$ cat src/rtl/i2c_write_arbiter.sv
// i2c_write_arbiter: round-robin arbiter that shares one I2C write engine among N requesters.
// Latches the winner's operands, launches the engine, and returns a done/err pulse under a watchdog.
module i2c_write_arbiter #(
   parameter int unsigned N       = 4,
   parameter int unsigned TIMEOUT = 64
) (
   input  logic           clk,
   input  logic           rst,
   input  logic [N-1:0]   req,
   input  logic [7*N-1:0] req_addr,
   input  logic [8*N-1:0] req_data,
   input  logic [8*N-1:0] req_data2,
   output logic [N-1:0]   gnt,
   output logic [N-1:0]   done,
   output logic [N-1:0]   err,
   output logic           idle,
   output logic           eng_start,
   output logic [6:0]     eng_addr,
   output logic [7:0]     eng_data,
   output logic [7:0]     eng_data2,
   input  logic           eng_busy,
   input  logic           eng_done
);

   localparam int unsigned   PW         = (N > 1) ? $clog2(N) : 1;
   localparam int unsigned   TW         = $clog2(TIMEOUT);
   localparam logic [TW-1:0] TIMER_LAST = TW'(TIMEOUT - 1);
   localparam logic [PW-1:0] LAST_IDX   = PW'(N - 1);

   typedef enum logic [1:0] {
      S_IDLE,
      S_LAUNCH,
      S_WAIT,
      S_COMPLETE
   } state_t;

   state_t        state_q;
   logic [N-1:0]  gnt_q;
   logic [N-1:0]  done_q;
   logic [N-1:0]  err_q;
   logic [PW-1:0] ptr_q;
   logic [PW-1:0] g_q;
   logic [TW-1:0] timer_q;
   logic [6:0]    addr_q;
   logic [7:0]    data_q;
   logic [7:0]    data2_q;

   logic          win_found;
   logic [PW-1:0] win_idx;
   logic [6:0]    win_addr;
   logic [7:0]    win_data;
   logic [7:0]    win_data2;
   int unsigned   cand;

   // Search starts at ptr and wraps, so the first hit is the round-robin winner.
   always_comb begin
      win_found = 1'b0;
      win_idx   = '0;
      cand      = 0;
      for (int unsigned i = 0; i < N; i++) begin
         cand = (32'(ptr_q) + i) % N;
         if (!win_found && req[cand[PW-1:0]]) begin
            win_found = 1'b1;
            win_idx   = cand[PW-1:0];
         end
      end
      win_addr  = '0;
      win_data  = '0;
      win_data2 = '0;
      for (int unsigned i = 0; i < N; i++) begin
         if (win_idx == PW'(i)) begin
            win_addr  = req_addr[7*i +: 7];
            win_data  = req_data[8*i +: 8];
            win_data2 = req_data2[8*i +: 8];
         end
      end
   end

   always_ff @(posedge clk or negedge rst) begin
      if (!rst) begin
         state_q <= S_IDLE;
         gnt_q   <= '0;
         done_q  <= '0;
         err_q   <= '0;
         ptr_q   <= '0;
         g_q     <= '0;
         timer_q <= '0;
         addr_q  <= '0;
         data_q  <= '0;
         data2_q <= '0;
      end else begin
         done_q <= '0;
         err_q  <= '0;
         case (state_q)
            S_IDLE: begin
               if (win_found) begin
                  gnt_q   <= N'(1) << win_idx;
                  g_q     <= win_idx;
                  addr_q  <= win_addr;
                  data_q  <= win_data;
                  data2_q <= win_data2;
                  state_q <= S_LAUNCH;
               end
            end
            S_LAUNCH: begin
               if (!eng_busy) begin
                  timer_q <= '0;
                  state_q <= S_WAIT;
               end
            end
            S_WAIT: begin
               timer_q <= timer_q + 1'b1;
               // Engine completion takes priority over a watchdog expiry on the same cycle.
               if (eng_done) begin
                  done_q  <= gnt_q;
                  state_q <= S_COMPLETE;
               end else if (timer_q == TIMER_LAST) begin
                  done_q  <= gnt_q;
                  err_q   <= gnt_q;
                  state_q <= S_COMPLETE;
               end
            end
            S_COMPLETE: begin
               gnt_q   <= '0;
               ptr_q   <= (g_q == LAST_IDX) ? '0 : g_q + 1'b1;
               state_q <= S_IDLE;
            end
            default: state_q <= S_IDLE;
         endcase
      end
   end

   assign gnt       = gnt_q;
   assign done      = done_q;
   assign err       = err_q;
   assign idle      = (state_q == S_IDLE);
   assign eng_start = (state_q == S_LAUNCH) && !eng_busy;
   assign eng_addr  = addr_q;
   assign eng_data  = data_q;
   assign eng_data2 = data2_q;

endmodule

$ cat config.mk
export PLATFORM = sky130hd
export DESIGN_NAME = i2c_write_arbiter
export DESIGN_NICKNAME = d
export VERILOG_FILES = /design/src/rtl/i2c_write_arbiter.sv
export SDC_FILE = /design/constraint.sdc
export NUM_CORES = 1
export LEC_CHECK = 0
export ABC_AREA = 0
export BUFFER_PORTS_ARGS = -buffer_cell sky130_fd_sc_hd__buf_2
export CAP_MARGIN = 20
export CORE_MARGIN = 2
export CORE_UTILIZATION = 50
export DETAILED_ROUTE_END_ITERATION = 10
export PLACE_DENSITY_LB_ADDON = 0.3
export SYNTH_ARGS = -nofsm -noshare
export SYNTH_HDL_FRONTEND = slang
export SYNTH_SLANG_ARGS = --single-unit
export TNS_END_PERCENT = 100
$ cat constraint.sdc
create_clock -name clk -period 2.95 [get_ports clk]
set_input_delay 0.1475 -clock clk [delete_from_list [all_inputs] [get_ports clk]]
set_output_delay 0.1475 -clock clk [all_outputs]
set_load 0.005 [all_outputs]
### Word-level counts from Yosys, hierarchy flattened

Cells that the tools add are included.

* add/subtract/negate cells: 5
* reductions and logical operators: 16
* shift operators: 1
* equality and inequality tests: 11
* muxes and demuxes: 43
* $lt $le $gt $ge: 4

Operators by type and width (count)
* 8-bit two-way mux: 8
* 7-bit two-way mux: 4
* 4-bit two-way mux: 6
* 2-bit two-way mux: 9
* 2-bit by 3-bit < comparator with 1-bit output (second input constant): 4
* 6-bit one-hot mux with 2 select lines: 1
* 2-bit == test (second input constant): 5
* 1-bit binary-select mux with 2-bit select: 4
* 1-bit two-way mux: 8
* 2-bit one-hot mux with 4 select lines: 1
* 4-bit one-hot mux with 2 select lines: 1
* 6-bit by 1-bit adder with 6-bit output (second input constant): 1
* 6-bit == test (second input constant): 1
* 6-bit two-way mux: 1
* 2-bit AND reduction: 3
* 2-bit by 1-bit adder with 2-bit output (second input constant): 2
* 2-bit adder (second input constant): 2
* 2-bit by 1-bit == test with 1-bit output (second input constant): 2
* 1-bit logical AND: 4
* 1-bit logical NOT: 4
* 2-bit logical NOT: 2
* 2-bit nonzero test: 2
* 1-bit by 2-bit left shift with 4-bit output (first input constant): 1
* 3-bit inequality test (second input constant): 1
* 3 further kinds: 3

* bits in registers: 47
* output and inout bits: 37
* bits of input ports: 100

### Logic depth before layout (Yosys ltp)

Gate-level depths: netlist (run 1).

* depth in word-level cells: 17
* depth in mapped cells: 8
* gate-level depth less buffers: 7

### Worst setup path before layout (run 1)

No wires, ideal clock.

* path kind: flip-flop to flip-flop
* from: register state_q[0]
* to: register addr_q[5], in the netlist eng_addr[5]
* stages on the path, launching flop included: 9
* setup slack: 0.984 ns
* data required time: 2.802 ns
* arrival: 1.818 ns
* period minus slack after synthesis: 1.966 ns
* path buffers: 1
* library setup time: 0.148 ns
* cells stage by stage: dfrtp_1 > inv_1 > ha_1 > inv_1 > a31oi_1 > o21ai_1 > buf_2 > a211oi_1 > a311oi_1

* word-level cells in the longest chain between the ends: 2

Ends and longest elaborated chain
* from (decl): RTL line 37 `state_t state_q;`
* from (signal assigned): RTL line 81 `state_q <= S_IDLE;`
* from (signal assigned): RTL line 102 `state_q <= S_LAUNCH;`
* from (signal assigned): RTL line 108 `state_q <= S_WAIT;`
* 2-bit logical NOT
* via idle: RTL line 16 `output logic idle,`
* 2-bit AND reduction (no source line)
* to (signal assigned): RTL line 99 `addr_q <= win_addr;`
* to (decl): RTL line 44 `logic [6:0] addr_q;`

The timed path passes the listed nets, and every way through them passes these cells.
A chain may end at the register's enable or synchronous reset.

### Worst setup path after layout (run 1)

* from: register ptr_q[0]
* to: register data2_q[3], in the netlist eng_data2[3]

* word-level cells in the longest chain between the ends: 17
* elaborated cells between the ends (all ways): 34
* classes of those cells: add/sub (3); eq/ne (3); mux (20); reduce/logical (8)

Ends and longest elaborated chain
* from (decl): RTL line 41 `logic [PW-1:0] ptr_q;`
* from (signal assigned): RTL line 125 `ptr_q <= (g_q == LAST_IDX) ? '0 : g_q + 1'b1;`
* parallel branches: the longest is 17 deep, another holds 2-bit by 1-bit adder with 2-bit output
* to (signal assigned): RTL line 101 `data2_q <= win_data2;`
* to (decl): RTL line 46 `logic [7:0] data2_q;`

Several ways; the timed one is not identified. The select of a mux whose other input is x is not followed.

==> results.sh, run 1 <==
export IMPL_period_minus_slack_ns=2.29
export IMPL_cp_cell_sequence="nor2b_1 -> or3_1 -> a21oi_4 -> nand2_1 -> a311oi_1"
export IMPL_max_stage_delay_ns=0.69
export IMPL_routed_wl_met3_um=820
export IMPL_synth_fp_nets=424
export IMPL_rsz0062_at_grt="no"
export IMPL_clk_latency_ns=0.30
export IMPL_diodes=0
export IMPL_tightest_slew_ns=1.08
export IMPL_syn_area_um2=2740
export IMPL_ir_drop_mv=0.508
export IMPL_pin_count=137
export IMPL_cts_tree="yes"
export IMPL_syn_avg_cell_area_um2=8.60
export IMPL_leakage_nw=1.77
export IMPL_holdWs_ns=0.101
export IMPL_synth_top_area_cell="dfrtp_1"
export IMPL_nFillCells=435
export IMPL_wire_per_inst_um=15.5
export IMPL_fin_nets=555
export IMPL_die_w_um=78.0
export IMPL_cts_resized_gates=0
export IMPL_timing_rr_start="ptr_q[0]$_DFFE_PN0P_"
export IMPL_grt_pass1_vias=2874
export IMPL_ant_nets=0
export IMPL_multi_input_area_um2=1430
export IMPL_crit_path_top_delay_cell="a21oi_4"
export IMPL_crit_path_max_fanout=25
export IMPL_highest_layer="met4"
export IMPL_drv_cap=0
export IMPL_numCtsBuffers=5
export IMPL_clock_skew_ns=0.00639
export IMPL_seq_area_frac_synth=0.430
export IMPL_row_count=26
export IMPL_drive_gt1_frac=0.358
export IMPL_async_reset_ff_frac=1.00
export IMPL_grt_use_total=0.266
export IMPL_maxSlewHeadroom=0.276
export IMPL_fin_crit_sh=0.776
export IMPL_start_util=0.525
export IMPL_cp_arrival_ns=2.48
export IMPL_path_class="reg2reg"
export IMPL_wirelength_um=8070
export IMPL_ys_warn_count=0
export IMPL_cp_end_kind="flop"
export IMPL_slew_violations=0
export IMPL_grt_pass1_wl_um=13000
export IMPL_min_path_type="in2reg"
export IMPL_dieArea_um2=6080
export IMPL_clockBufferDepth=2
export IMPL_grt_max_degree=48
export IMPL_synthFlopType="dfrtp_1"
export IMPL_dp_hpwl_um=5920
export IMPL_outcome="finished clean"
export IMPL_die_h_um=78.0
export IMPL_synth_edf_count=0
export IMPL_drtPass1Iterations=5
export IMPL_core_area_um2=5200
export IMPL_antenna_found_initial=0
export IMPL_via_per_inst=5.71
export IMPL_regArea_um2=1180
export IMPL_synthCells=318
export IMPL_cp_start_kind="flop"
export IMPL_hold_violations=0
export IMPL_drt_iter0_markers=204
export IMPL_pwr_density_cell_nw_per_um2=895
export IMPL_ys_seq_elements=47
export IMPL_worstPathRequired_ns=3.14
export IMPL_routed_via_count=2971
export IMPL_cts_sinks=47
export IMPL_hp_start="req_data2[26]"
export IMPL_overflow=0
export IMPL_cts_root_buf="clkbuf_8"
export IMPL_ys_top_cells_by_area="dfrtp_1 43%, nand2_1 11%, a311oi_1 7.4%, a211oi_1 6.3%, nor2_1 4.3%"
export IMPL_remaining_drc_errors=0
export IMPL_max_freq_ghz=0.437
export IMPL_io_buffers=136
export IMPL_met1_length_um=3240
export IMPL_path_clk_slew_ns=0.09
export IMPL_setup_violations=0
export IMPL_yosys_area_top_type_share=0.430
export IMPL_startpoint="ptr_q[0]$_DFFE_PN0P_"
export IMPL_area_delta_synth_final_pct=32.3
export IMPL_fin_setup_tns_ns=0
export IMPL_yosysUniqueCellTypes=41
export IMPL_h_tree_depth=2
export IMPL_crit_buf_inv=0
export IMPL_critical_path_top_delay_family="compound AO/OA/AOI/OAI gates"
export IMPL_wl_met2_um=3910
export IMPL_gp_congestion=0.873
[cells in the mapped netlist, drive strengths merged (2+ instances only)]
cell / n
a2bb2oi: 2
and3: 2
a22o: 2
nor2: 31
a211oi: 23
a21oi: 24
mux2i: 4
nor2b: 2
inv: 7
buf: 12
a311oi: 23
a22oi: 2
mux2: 2
dfrtp: 47
o21ai: 10
o31ai: 2
clkbuf: 9
a21o: 2
nand2: 83
and2: 9
ha: 6
[layout make-up]
cell class              count  share of cell area
multi-input cells         243               0.395
flip-flops and latches     47               0.325
repair buffers            145               0.211
well taps                  70              0.0242
clock buffers               5              0.0190
clock inverters             3              0.0187
inverters                   7             0.00726
[metrics by stage]
step,cell area [µm²],util,power (mW),std cells,setup slack (ns)
floorplan,2740,-,2.14,318,0.984
global placement,3450,0.663,2.62,510,0.803
detailed placement,3450,0.663,2.69,510,0.710
CTS,3590,0.689,3.24,518,0.706
global route,3620,0.695,3.48,520,0.494
finish,3620,0.695,3.24,520,0.661
[cell families (layout without fill, tap and decap cells)]
group / Yosys count / after routing / synth area share
DFF: 47 / 47 / 0.430
AOI/OAI and AO/OA: 97 / 97 / 0.259
and+or+nand+nor: 134 / 134 / 0.206
adders and majority gates: 6 / 6 / 0.0274
buffers and inverters: 28 / 160 / 0.0540
muxes: 6 / 6 / 0.0229
[worst paths after layout]
| path | to | cells past startpoint | slack [ns] |
|---|---|---|---|
| worst max-delay path | eng_data2[3]$_DFFE_PN0P_ | 5 | 0.66 |
| worst min-delay path | eng_data2[2]$_DFFE_PN0P_ | 3 | 0.10 |
| worst max register to register | eng_data2[3]$_DFFE_PN0P_ | 5 | 0.66 |
| worst min register to register | g_q[1]$_DFFE_PN0P_ | 1 | 0.49 |
| max in group asynchronous | eng_addr[1]$_DFFE_PN0P_ | 3 | 2.28 |
| min in group asynchronous | err[0]$_DFF_PN0_ | 2 | 0.21 |
[routing by layer]
metal  vias up  track usage
li1       1402            -
met1      1381        0.345
met2       177        0.454
met3        11       0.0488
met4         0       0.0754
met5         -            0
[worst min-delay path, delay by kind of cell]
family | cells | cell delay (ns)
simple gates | 1 | 0.04
buf+inv | 1 | 0.09
compound gates | 1 | 0.08
[flip-flops by register name (all words and copies together), names as in the netlist]
register and cells:
eng_data2 8, eng_data 8, eng_addr 7, timer_q 6, done 4, err 4, gnt 4, g_q 2
ptr_q 2, state_q 2
[what timing repair did]
| item | CTS | global route |
|---|---|---|
| hold buffers | 0 | 1 |
| setup endpoints to repair | 0 | 0 |
| hold endpoints to repair | 0 | 47 |
| setup buffers | 0 | 0 |
[where the power goes]
part	leakage (nW)	switching (mW)	internal, mW
clock	0.0644	0.216	0.338
combinational	1.13	0.928	0.665
sequential	0.575	0.185	0.904
total	1.77	1.33	1.91
[placed cells by master (no fill, tap or decap), drive strengths merged, types with 2 or more instances in the layout]
master,netlist,routed
a21oi,24,24
a2bb2oi,2,2
ha,6,6
a211oi,23,23
clkbuf,9,5
dfrtp,47,47
mux2,2,2
nor2b,2,2
a21o,2,2
nand2,83,83
bufinv,0,2
inv,7,7
o31ai,2,2
and2,9,9
a22o,2,2
mux2i,4,4
buf,12,144
a22oi,2,2
a311oi,23,23
o21ai,10,10
and3,2,2
nor2,31,31
Power figures use the tool's default switching activity.
==> inputs of run 2 (changes only) <==
ABC_AREA = 1   (was 0)
CORE_UTILIZATION = 49   (was 50)
clock period = 2.2 ns   (was 2.95 ns; I/O delays follow)
==> results.sh, run 2 <==
export IMPL_outcome="finished with violations"
export IMPL_violations="setup timing"
export IMPL_synth_most_common_cell="nand2_1"
export IMPL_wirelength_um=9370
export IMPL_slew_violations=0
export IMPL_clk_latency_ns=0.31
export IMPL_routed_via_count=3704
export IMPL_dp_hpwl_um=6790
export IMPL_ir_drop_mv=0.724
export IMPL_pin_count=137
export IMPL_cts_tree="yes"
export IMPL_synth_edf_count=0
export IMPL_diodes=0
export IMPL_met1_length_um=3850
export IMPL_gp_congestion=0.936
export IMPL_clock_skew_ns=0.0119
export IMPL_max_freq_ghz=0.450
export IMPL_yosys_area_top_type_share=0.352
export IMPL_ys_warn_count=0
export IMPL_synthAdderAreaFrac=0.0225
export IMPL_swShare=0.509
export IMPL_io_buffers=136
export IMPL_highest_layer="met4"
export IMPL_dieArea_um2=7500
export IMPL_overflow=0
export IMPL_numCtsBuffers=5
export IMPL_synth_top_area_cell="dfrtp_1"
export IMPL_tightest_slew_ns=0.824
export IMPL_yosysUniqueCellTypes=26
export IMPL_path_class="reg2reg"
export IMPL_syn_area_um2=3340
export IMPL_row_count=30
export IMPL_h_tree_depth=2
export IMPL_rsz0062_at_grt="yes"
export IMPL_drtPass1Iterations=4
export IMPL_maxSlewHeadroom=0.451
export IMPL_ys_top_cells_by_area="dfrtp_1 35%, nand2_1 24%, inv_1 12%, nand3_1 7.2%, nor2_1 3.9%"
export IMPL_die_h_um=86.6
export IMPL_path_clk_slew_ns=0.10
export IMPL_p_int_mw=3.59
export IMPL_leakage_nw=2.79
export IMPL_synth_fp_nets=640
export IMPL_seqPwrFrac=0.200
export IMPL_syn_avg_cell_area_um2=6.26
export IMPL_core_area_um2=6680
export IMPL_grt_use_total=0.243
export IMPL_synthTopCellsByCount="212 x nand2_1, 104 x inv_1, 48 x nand3_1"
export IMPL_p_clk_frac=0.075
export IMPL_wire_per_inst_um=12.2
export IMPL_start_util=0.500
export IMPL_layout_commonest_cell="nand2_1"
export IMPL_worstPathRequired_ns=2.41
export IMPL_mostFrequentLayoutCells="192 x nand2_1, 136 x buf_2, 102 x inv_1, 46 x nand3_1, 45 x dfrtp_1"
export IMPL_instances_no_fill=765
export IMPL_cts_sinks=47
export IMPL_placedCellCount=746
export IMPL_via_per_inst=4.84
export IMPL_seq_area_frac_synth=0.352
export IMPL_min_path_type="in2reg"
export IMPL_finish_utilization=0.674
export IMPL_antenna_found_initial=0
export IMPL_die_w_um=86.6
export IMPL_setup_ws_ns=-0.0198
export IMPL_synthCells=534
export IMPL_hold_violations=0
export IMPL_p_comb_frac=0.726
export IMPL_cp_arrival_ns=2.43
export IMPL_setup_violations=1
export IMPL_grt_pass1_vias=3446
export IMPL_remaining_drc_errors=0
export IMPL_synth_xor_area_frac=0
export IMPL_fin_nets=790
export IMPL_fin_crit_sh=1.01
export IMPL_grt_pass1_wl_um=14600
export IMPL_wl_met2_um=4860
export IMPL_ys_seq_elements=47
export IMPL_synth_simple_area_share=0.426
export IMPL_cp_start_kind="flop"
export IMPL_period_minus_slack_ns=2.22
export IMPL_synth_top_family_by_area="simple AND/OR/NAND/NOR gates"
export IMPL_clockBufferDepth=2
export IMPL_crit_path_max_fanout=8
export IMPL_pwr_density_cell_nw_per_um2=1620
export IMPL_async_reset_ff_frac=1.00
export IMPL_nFillCells=582
export IMPL_drv_cap=0
export IMPL_cp_end_kind="flop"
export IMPL_switching_power_mw=3.72
export IMPL_muxShareOfSynthArea=0
export IMPL_synthFlopType="dfrtp_1"
export IMPL_drive_gt1_frac=0.328
export IMPL_ant_nets=0
export IMPL_grt_max_degree=38
export IMPL_synth_compound_area_frac=0.0416
export IMPL_drt_iter0_markers=185
export IMPL_area_delta_synth_final_pct=34.7
export IMPL_cts_root_buf="clkbuf_8"
export IMPL_routed_wl_met3_um=558
[run 2: cell count changes after synthesis, moves of 6 or more]
cell,previous run,this run
nor2_2,0,11
nand3_1,1,48
and2_1,9,0
a21oi_1,23,5
clkbuf_1,9,0
nor3_1,0,10
inv_1,7,104
o21ai_0,6,12
a211oi_1,23,0
a311oi_1,23,0
nand2_1,83,212
[run 2: timing repair]
item / 4_1_cts / 5_1_grt
pin swaps: 0 / 3
resized for setup: 2 / 50
hold buffers: 1 / 0
cloned: 0 / 2
buffers inserted: 0 / 8
hold endpoints to repair: 36 / 0
endpoints found under the setup margin: 5 / 31
[run 2: routing by layer]
metal	up-vias	track usage
met5	-	0
met4	0	0.0710
met3	8	0.0438
met2	130	0.448
met1	1669	0.287
li1	1897	-
[run 2: layout make-up]
class	instances	area, µm²	share of cell area
clock inverter	3	22.5	0.00500
tap	80	100	0.0222
multi-input combinational	362	1760	0.391
timing repair inverter	1	7.51	0.00167
timing repair buffer	159	938	0.209
clock buffer	5	68.8	0.0153
sequential	47	1180	0.262
inverter	108	425	0.0945
[run 2: worst max-delay path, stage by stage (launching register included)]
cell and delay, ns:
dfrtp_2 0.50, clkinvlp_4 0.19, nand2_2 0.09, nand2_2 0.07
nand2_1 0.18, inv_1 0.06, nand3_1 0.18, nand3_1 0.23
buf_4 0.23, o21ai_0 0.18, nand3_1 0.10, nand2_1 0.06
nand2_1 0.04
[run 2: stage by stage]
| stage | setup TNS, ns | total power [mW] | worst slack [ns] | hold slack, ns | cell area (µm²) |
|---|---|---|---|---|---|
| floorplan | 0 | 4.71 | 0.353 | -0.186 | 3340 |
| global placement | 0 | 5.94 | 0.0329 | 0.237 | 4150 |
| detailed placement | -0.0244 | 6.04 | -0.0244 | 0.254 | 4150 |
| CTS | 0 | 6.64 | 0.0497 | 0.101 | 4260 |
| global route | -2.42 | 8.04 | -0.151 | 0.123 | 4500 |
| finish | -0.0198 | 7.31 | -0.0198 | 0.103 | 4500 |
[run 2: worst paths after layout]
| kind | start | to | slack, ns | depth (start not counted) |
|---|---|---|---|---|
| setup / recovery | ptr_q[0]$_DFFE_PN0P_ | eng_addr[5]$_DFFE_PN0P_ | -0.02 | 12 |
| setup reg to reg | ptr_q[0]$_DFFE_PN0P_ | eng_addr[5]$_DFFE_PN0P_ | -0.02 | 12 |
| min in group asynchronous | rst | eng_data2[0]$_DFFE_PN0P_ | 0.42 | 2 |
| max in group asynchronous | rst | eng_addr[0]$_DFFE_PN0P_ | 1.08 | 3 |
| hold / removal | req_data[0] | eng_data[0]$_DFFE_PN0P_ | 0.10 | 5 |
| hold reg to reg | eng_data2[2]$_DFFE_PN0P_ | eng_data2[2]$_DFFE_PN0P_ | 0.48 | 2 |
[run 2: cell families (layout without fill, tap and decap cells)]
logic type      Yosys count  count (layout)
flops                    47              47
simple gates            333             333
compound gates           23              23
fa+ha+maj                 6               6
buf+inv                 125             276
[run 2: power groups by stage]
stage | Combinational (mW) | Sequential [mW] | Clock (mW)
finish | 5.31 | 1.46 | 0.546
global placement | 4.50 | 1.45 | 0
global route | 5.95 | 1.50 | 0.583
floorplan | 3.28 | 1.43 | 0
CTS | 4.64 | 1.44 | 0.550
detailed placement | 4.59 | 1.45 | 0
